===== src/rtl/mini_src_control_sequencer_if.sv =====
// Control interface between the Mini-SRC sequencer and its datapath:
// status inputs to the sequencer plus every strobe it drives.
interface mini_src_control_sequencer_if;
  logic        run;
  logic        mem_ready;
  logic [31:0] ir;
  logic        PCout, MARin, IncPC, PCin, Read, MDRin, MDRout, IRin, Yin;
  logic        Zlowin, Zhighin, Zlowout, Zhighout, HIin, LOin;
  logic [15:0] R_in;
  logic [15:0] R_out;
  logic [4:0]  alu_op;
  logic        halted;
  logic        fault;

  modport master (
    input  run, mem_ready, ir,
    output PCout, MARin, IncPC, PCin, Read, MDRin, MDRout, IRin, Yin,
    output Zlowin, Zhighin, Zlowout, Zhighout, HIin, LOin,
    output R_in, R_out, alu_op, halted, fault
  );

  modport slave (
    output run, mem_ready, ir,
    input  PCout, MARin, IncPC, PCin, Read, MDRin, MDRout, IRin, Yin,
    input  Zlowin, Zhighin, Zlowout, Zhighout, HIin, LOin,
    input  R_in, R_out, alu_op, halted, fault
  );
endinterface


===== src/rtl/mini_src_control_sequencer.sv =====
// Hardwired T0..T6 control sequencer for the Mini-SRC datapath.
// All outputs are a Moore decode of the state register and ir.
module mini_src_control_sequencer #(
  parameter int unsigned MEM_TIMEOUT = 15,
  parameter logic [4:0]  HALT_OPC    = 5'b11011
) (
  input logic                          clock,
  input logic                          clear,
  mini_src_control_sequencer_if.master bus
);

  typedef enum logic [3:0] {
    S_IDLE, S_T0, S_T1, S_T2, S_T3, S_T4, S_T5, S_T6, S_HALT, S_FAULT
  } state_t;

  localparam logic [7:0] WAIT_LAST = 8'(MEM_TIMEOUT - 1);

  state_t     state, next_state;
  logic [7:0] wait_cnt;

  logic [4:0] op;
  logic [3:0] ra, rb, rc;
  logic       is_r3, is_md, is_u2, is_halt;
  logic       unused_ir;

  assign op        = bus.ir[31:27];
  assign ra        = bus.ir[26:23];
  assign rb        = bus.ir[22:19];
  assign rc        = bus.ir[18:15];
  assign unused_ir = ^bus.ir[14:0];

  assign is_r3   = (op >= 5'd3) && (op <= 5'd11);
  assign is_md   = (op == 5'b10000) || (op == 5'b01111);
  assign is_u2   = (op == 5'b10001) || (op == 5'b10010);
  assign is_halt = (op == HALT_OPC);

  function automatic logic [15:0] dec(input logic [3:0] n);
    return 16'h0001 << n;
  endfunction

  logic        pc_out, mar_in, inc_pc, pc_in, rd, mdr_in, mdr_out, ir_in, y_in;
  logic        zlow_in, zhigh_in, zlow_out, zhigh_out, hi_in, lo_in;
  logic [15:0] r_in, r_out;
  logic [4:0]  alu;
  logic        halted_o, fault_o;

  always_ff @(posedge clock or negedge clear) begin
    if (!clear) begin
      state    <= S_IDLE;
      wait_cnt <= '0;
    end else begin
      state <= next_state;
      // Counter only runs while T1 is being held for memory.
      if (state == S_T1 && !bus.mem_ready) wait_cnt <= wait_cnt + 8'd1;
      else                                 wait_cnt <= '0;
    end
  end

  always_comb begin
    next_state = state;
    pc_out = 1'b0; mar_in = 1'b0; inc_pc = 1'b0; pc_in = 1'b0; rd = 1'b0;
    mdr_in = 1'b0; mdr_out = 1'b0; ir_in = 1'b0; y_in = 1'b0;
    zlow_in = 1'b0; zhigh_in = 1'b0; zlow_out = 1'b0; zhigh_out = 1'b0;
    hi_in = 1'b0; lo_in = 1'b0;
    r_in = '0; r_out = '0; alu = '0;
    halted_o = 1'b0; fault_o = 1'b0;

    case (state)
      S_IDLE: if (bus.run) next_state = S_T0;
      S_T0: begin
        pc_out = 1'b1; mar_in = 1'b1; inc_pc = 1'b1; zlow_in = 1'b1;
        next_state = S_T1;
      end
      S_T1: begin
        zlow_out = 1'b1; pc_in = 1'b1; rd = 1'b1; mdr_in = 1'b1;
        if (bus.mem_ready)           next_state = S_T2;
        else if (wait_cnt == WAIT_LAST) next_state = S_FAULT;
      end
      S_T2: begin
        mdr_out = 1'b1; ir_in = 1'b1;
        next_state = S_T3;
      end
      S_T3: begin
        if (is_r3) begin
          r_out = dec(rb); y_in = 1'b1; next_state = S_T4;
        end else if (is_md) begin
          r_out = dec(ra); y_in = 1'b1; next_state = S_T4;
        end else if (is_u2) begin
          r_out = dec(rb); zlow_in = 1'b1; alu = op; next_state = S_T4;
        end else if (is_halt) begin
          next_state = S_HALT;
        end else begin
          next_state = S_FAULT;
        end
      end
      S_T4: begin
        alu = op;
        if (is_r3) begin
          r_out = dec(rc); zlow_in = 1'b1; next_state = S_T5;
        end else if (is_md) begin
          r_out = dec(rb); zlow_in = 1'b1; zhigh_in = 1'b1; next_state = S_T5;
        end else begin
          zlow_out = 1'b1; r_in = dec(ra);
          next_state = bus.run ? S_T0 : S_IDLE;
        end
      end
      S_T5: begin
        zlow_out = 1'b1;
        if (is_md) begin
          lo_in = 1'b1; next_state = S_T6;
        end else begin
          r_in = dec(ra); next_state = bus.run ? S_T0 : S_IDLE;
        end
      end
      S_T6: begin
        zhigh_out = 1'b1; hi_in = 1'b1;
        next_state = bus.run ? S_T0 : S_IDLE;
      end
      S_HALT:  halted_o = 1'b1;
      S_FAULT: fault_o  = 1'b1;
      default: next_state = S_IDLE;
    endcase
  end

  assign bus.PCout    = pc_out;
  assign bus.MARin    = mar_in;
  assign bus.IncPC    = inc_pc;
  assign bus.PCin     = pc_in;
  assign bus.Read     = rd;
  assign bus.MDRin    = mdr_in;
  assign bus.MDRout   = mdr_out;
  assign bus.IRin     = ir_in;
  assign bus.Yin      = y_in;
  assign bus.Zlowin   = zlow_in;
  assign bus.Zhighin  = zhigh_in;
  assign bus.Zlowout  = zlow_out;
  assign bus.Zhighout = zhigh_out;
  assign bus.HIin     = hi_in;
  assign bus.LOin     = lo_in;
  assign bus.R_in     = r_in;
  assign bus.R_out    = r_out;
  assign bus.alu_op   = alu;
  assign bus.halted   = halted_o;
  assign bus.fault    = fault_o;

  always_ff @(posedge clock) begin
    if (clear) begin
      assert ($countones({pc_out, mdr_out, zlow_out, zhigh_out, r_out}) <= 1);
      assert ($onehot0(r_in));
      assert ($onehot0(r_out));
    end
  end

endmodule


===== src/flat_wrapper.sv =====
// flat-port wrapper written by rule: the top's interface ports become plain ports
module mini_src_control_sequencer_flat 
#(
  parameter int unsigned MEM_TIMEOUT = 15,
  parameter logic [4:0]  HALT_OPC    = 5'b11011
)
  (clock, clear, bus_run, bus_mem_ready, bus_ir, bus_PCout, bus_MARin, bus_IncPC, bus_PCin, bus_Read, bus_MDRin, bus_MDRout, bus_IRin, bus_Yin, bus_Zlowin, bus_Zhighin, bus_Zlowout, bus_Zhighout, bus_HIin, bus_LOin, bus_R_in, bus_R_out, bus_alu_op, bus_halted, bus_fault);
  mini_src_control_sequencer_if bus_i ();
  input logic clock;
  input logic clear;
  input wire logic [$bits(bus_i.run)-1:0] bus_run;
  input wire logic [$bits(bus_i.mem_ready)-1:0] bus_mem_ready;
  input wire logic [$bits(bus_i.ir)-1:0] bus_ir;
  output wire logic [$bits(bus_i.PCout)-1:0] bus_PCout;
  output wire logic [$bits(bus_i.MARin)-1:0] bus_MARin;
  output wire logic [$bits(bus_i.IncPC)-1:0] bus_IncPC;
  output wire logic [$bits(bus_i.PCin)-1:0] bus_PCin;
  output wire logic [$bits(bus_i.Read)-1:0] bus_Read;
  output wire logic [$bits(bus_i.MDRin)-1:0] bus_MDRin;
  output wire logic [$bits(bus_i.MDRout)-1:0] bus_MDRout;
  output wire logic [$bits(bus_i.IRin)-1:0] bus_IRin;
  output wire logic [$bits(bus_i.Yin)-1:0] bus_Yin;
  output wire logic [$bits(bus_i.Zlowin)-1:0] bus_Zlowin;
  output wire logic [$bits(bus_i.Zhighin)-1:0] bus_Zhighin;
  output wire logic [$bits(bus_i.Zlowout)-1:0] bus_Zlowout;
  output wire logic [$bits(bus_i.Zhighout)-1:0] bus_Zhighout;
  output wire logic [$bits(bus_i.HIin)-1:0] bus_HIin;
  output wire logic [$bits(bus_i.LOin)-1:0] bus_LOin;
  output wire logic [$bits(bus_i.R_in)-1:0] bus_R_in;
  output wire logic [$bits(bus_i.R_out)-1:0] bus_R_out;
  output wire logic [$bits(bus_i.alu_op)-1:0] bus_alu_op;
  output wire logic [$bits(bus_i.halted)-1:0] bus_halted;
  output wire logic [$bits(bus_i.fault)-1:0] bus_fault;
  assign bus_i.run = bus_run;
  assign bus_i.mem_ready = bus_mem_ready;
  assign bus_i.ir = bus_ir;
  assign bus_PCout = bus_i.PCout;
  assign bus_MARin = bus_i.MARin;
  assign bus_IncPC = bus_i.IncPC;
  assign bus_PCin = bus_i.PCin;
  assign bus_Read = bus_i.Read;
  assign bus_MDRin = bus_i.MDRin;
  assign bus_MDRout = bus_i.MDRout;
  assign bus_IRin = bus_i.IRin;
  assign bus_Yin = bus_i.Yin;
  assign bus_Zlowin = bus_i.Zlowin;
  assign bus_Zhighin = bus_i.Zhighin;
  assign bus_Zlowout = bus_i.Zlowout;
  assign bus_Zhighout = bus_i.Zhighout;
  assign bus_HIin = bus_i.HIin;
  assign bus_LOin = bus_i.LOin;
  assign bus_R_in = bus_i.R_in;
  assign bus_R_out = bus_i.R_out;
  assign bus_alu_op = bus_i.alu_op;
  assign bus_halted = bus_i.halted;
  assign bus_fault = bus_i.fault;
  mini_src_control_sequencer #(.MEM_TIMEOUT(MEM_TIMEOUT), .HALT_OPC(HALT_OPC)) u_core (.clock(clock), .clear(clear), .bus(bus_i));
endmodule

===== config.mk =====
export PLATFORM = sky130hd
export DESIGN_NAME = mini_src_control_sequencer_flat
export DESIGN_NICKNAME = d
export VERILOG_FILES = /design/src/rtl/mini_src_control_sequencer_if.sv /design/src/rtl/mini_src_control_sequencer.sv /design/src/flat_wrapper.sv
export SDC_FILE = /design/constraint.sdc
export NUM_CORES = 1
export LEC_CHECK = 0
export CORE_MARGIN = 10
export CORE_UTILIZATION = 42
export DETAILED_ROUTE_END_ITERATION = 8
export PLACE_DENSITY = 0.85
export SYNTH_ARGS = -nofsm -noshare
export SYNTH_HDL_FRONTEND = slang
export SYNTH_SLANG_ARGS = --single-unit

===== constraint.sdc =====
create_clock -name clock -period 6.5 [get_ports clock]
set_input_delay 1.95 -clock clock [delete_from_list [all_inputs] [get_ports clock]]
set_output_delay 1.95 -clock clock [all_outputs]
set_load 0.05 [all_outputs]

==> qor.yml <==
run_status:
  outcome: "completed"
synthesis:
  synth_area_per_cell_um2: 7.42
  syn_inst: 226
  synth_ff_type: "dfrtp_1"
  yosysTopAreaCellShare: 0.179
  synth_edf_count: 0
  synthTopCellsByArea: "dfrtp_1, nor2_1, o31ai_1"
  netlist_area_mm2: 0.00168
  ys_ff_latch: 12
  yosys_warnings: 0
  syn-num-nets: 264
  synth_cell_type_count: 54
  yosysTopAreaCell: "dfrtp_1"
  async_flop_share: 1.00
  seq_area_frac_synth: 0.179
floorplanning:
  coreArea_mm2: 0.00377
  rows: 22
  io_pins: 90
  die_x_um: 83.2
  die_area_mm2: 0.00692
  start_util: 0.445
  chipHeight_um: 83.2
setup_path:
  cp-end-kind: "output port"
  cp_max_fo: 16
  path_class: "in2out"
  path_buf_inv: 3
  reg2reg_slack_ns: 4.58
  path_delay_family: "compound AO/OA/AOI/OAI gates"
  path_cells: "clkdlybuf4s50_1, or4b_4, o22a_4, nor2_8, a31oi_4, o41ai_1, buf_4, buf_12"
  startpoint_type: "input port"
  worstPathArrival_ns: 4.36
  cp_data_required_time_ns: 4.55
  max_stage_delay_ns: 0.61
  critPathSlowestCell: "or4b_4"
finish:
  layout.nets: 331
  area_growth_pct: 63.8
  final_cell_mix: "nor2_1, clkdlybuf4s50_1, buf_12"
  utilization: 0.729
  finalNonFillerCells: 340
  diodes: 0
  n_fill_cell: 274
  post_route_cells_drive_above_1_share: 0.233
  final_common_cell: "nor2_1"
power:
  p_leak_uw: 0.00106
  vdd_drop_max_mv: 0.131
  power.density_mw_per_mm2: 222
  fin_total_pwr_uw: 611
clock_tree:
  numCtsBuffers: 3
  htreeDepth: 1
  cts_resized: 0
  cts-root-buf: "clkbuf_8"
  post_cts_buffers: 0
  clock_sinks: 12
  insertion_delay_ns: 0.24
  path_clk_slew_ns: 0.05
  cts_tree: "built"
  clockBufferDepth: 2
  cts_hold_buffers: 0
global_routing:
  grt_pass1_wl_um: 9790
  grt_max_degree: 17
  first_global_vias: 1968
  grt.overflow.total: 0
  grt_usage: 0.161
  grt_antenna_before_repair: 0
route:
  drt-initial-drc-count: 240
  wire_per_inst_um: 17.3
  wl_um: 5890
  dr.pass1.iters: 5
  antenna_left: 0
  vias: 2034
  drc_errors: 0
  vias_per_cell: 5.98
sta:
  final.setup.worst_slack_ns: 0.189
  skew_ns: 0.00352
  maxSlewViolCount: 0
  layout_worst_path_cycle_share: 0.971
  rsz0062_at_grt: "no"
  slew_headroom: 0.570
  worstMarginPinSlew_ns: 0.639
  setup_violations: 0
  hold_ws_ns: 0.498
  hold_violations: 0
  fmax_ghz: 0.158
  fin_crit_ns: 6.31
place:
  port_buffers: 74
  place_congestion: 0.909
  dp_hpwl_um: 4790
  dp.cells: 336
  preCtsSetupSlack_ns: 0.196
flow_run:
  maxCapViolCount: 0
worst_hold_path:
  hp-class: "reg2reg"
[final cells by class]
type | count | area (um^2) | area share
clock buffer | 4 | 55.1 | 0.0200
timing repair buffer | 80 | 1110 | 0.402
inverter | 6 | 22.5 | 0.00819
sequential | 12 | 300 | 0.109
multi-input combinational | 190 | 1200 | 0.438
tap | 48 | 60.1 | 0.0218
[routing by layer]
metal / track usage / wire length [um] / vias up
li1: - / - / 955
met4: 0.0385 / 123 / 0
met5: 0 / 0 / -
met1: 0.187 / 2320 / 924
met2: 0.290 / 2980 / 135
met3: 0.0352 / 474 / 20
[power by group]
group | switching (uW) | internal [uW]
Sequential | 33.3 | 87.1
Clock | 28.2 | 53.5
Combinational | 266 | 143
[cells by family after synthesis]
group / Yosys count / synth area share
flops: 12 / 0.179
buf+inv: 24 / 0.103
compound gates: 54 / 0.251
fa+ha+maj: 2 / 0.0149
simple gates: 127 / 0.415
xor+xnor: 7 / 0.0365
[through the flow]
step | TNS [ns] | instance area [um^2]
2_1_floorplan | -0.860 | 1680
3_3_place_gp | 0 | 2690
3_5_place_dp | 0 | 2690
4_1_cts | 0 | 2750
5_1_grt | 0 | 2750
6_report | 0 | 2750
[Yosys cell counts, types with 2 or more instances]
library cell,number
a21oi_1,5
nand2_1,15
or2_2,3
a31oi_1,3
xnor2_1,2
and3_1,4
nand3b_1,2
buf_6,4
nor2_1,47
ha_1,2
o21ai_0,7
a32oi_1,3
nor4_1,2
o32a_1,2
nor3_1,8
dfrtp_1,12
a22oi_1,7
o31ai_1,11
xor2_1,5
or2b_2,4
nor2b_1,7
inv_1,6
or4b_4,2
o32a_2,2
nand2b_1,5
buf_4,9
nand3_1,11
a211o_1,3
o41ai_1,3
or2b_1,3
nand4_1,2
and2b_2,2
o22ai_1,2
[sequential cells by signal, summed over array words and instances (netlist names)]
| register | flops |
|---|---|
| u_core.wait_cnt | 8 |
| u_core.state | 4 |
[path summary, 6_finish.rpt]
check / start / to / cells past startpoint
max in group asynchronous: clear / u_core.wait_cnt[3] / 1
worst min-delay path: u_core.wait_cnt[0] / u_core.wait_cnt[0] / 1
worst min register to register: u_core.wait_cnt[0] / u_core.wait_cnt[0] / 1
worst max register to register: u_core.state[0] / u_core.state[3] / 5
worst max-delay path: bus_ir[27] / bus_R_out[8] / 8
min in group asynchronous: clear / u_core.wait_cnt[4] / 1
Power figures use the tool's default switching activity.
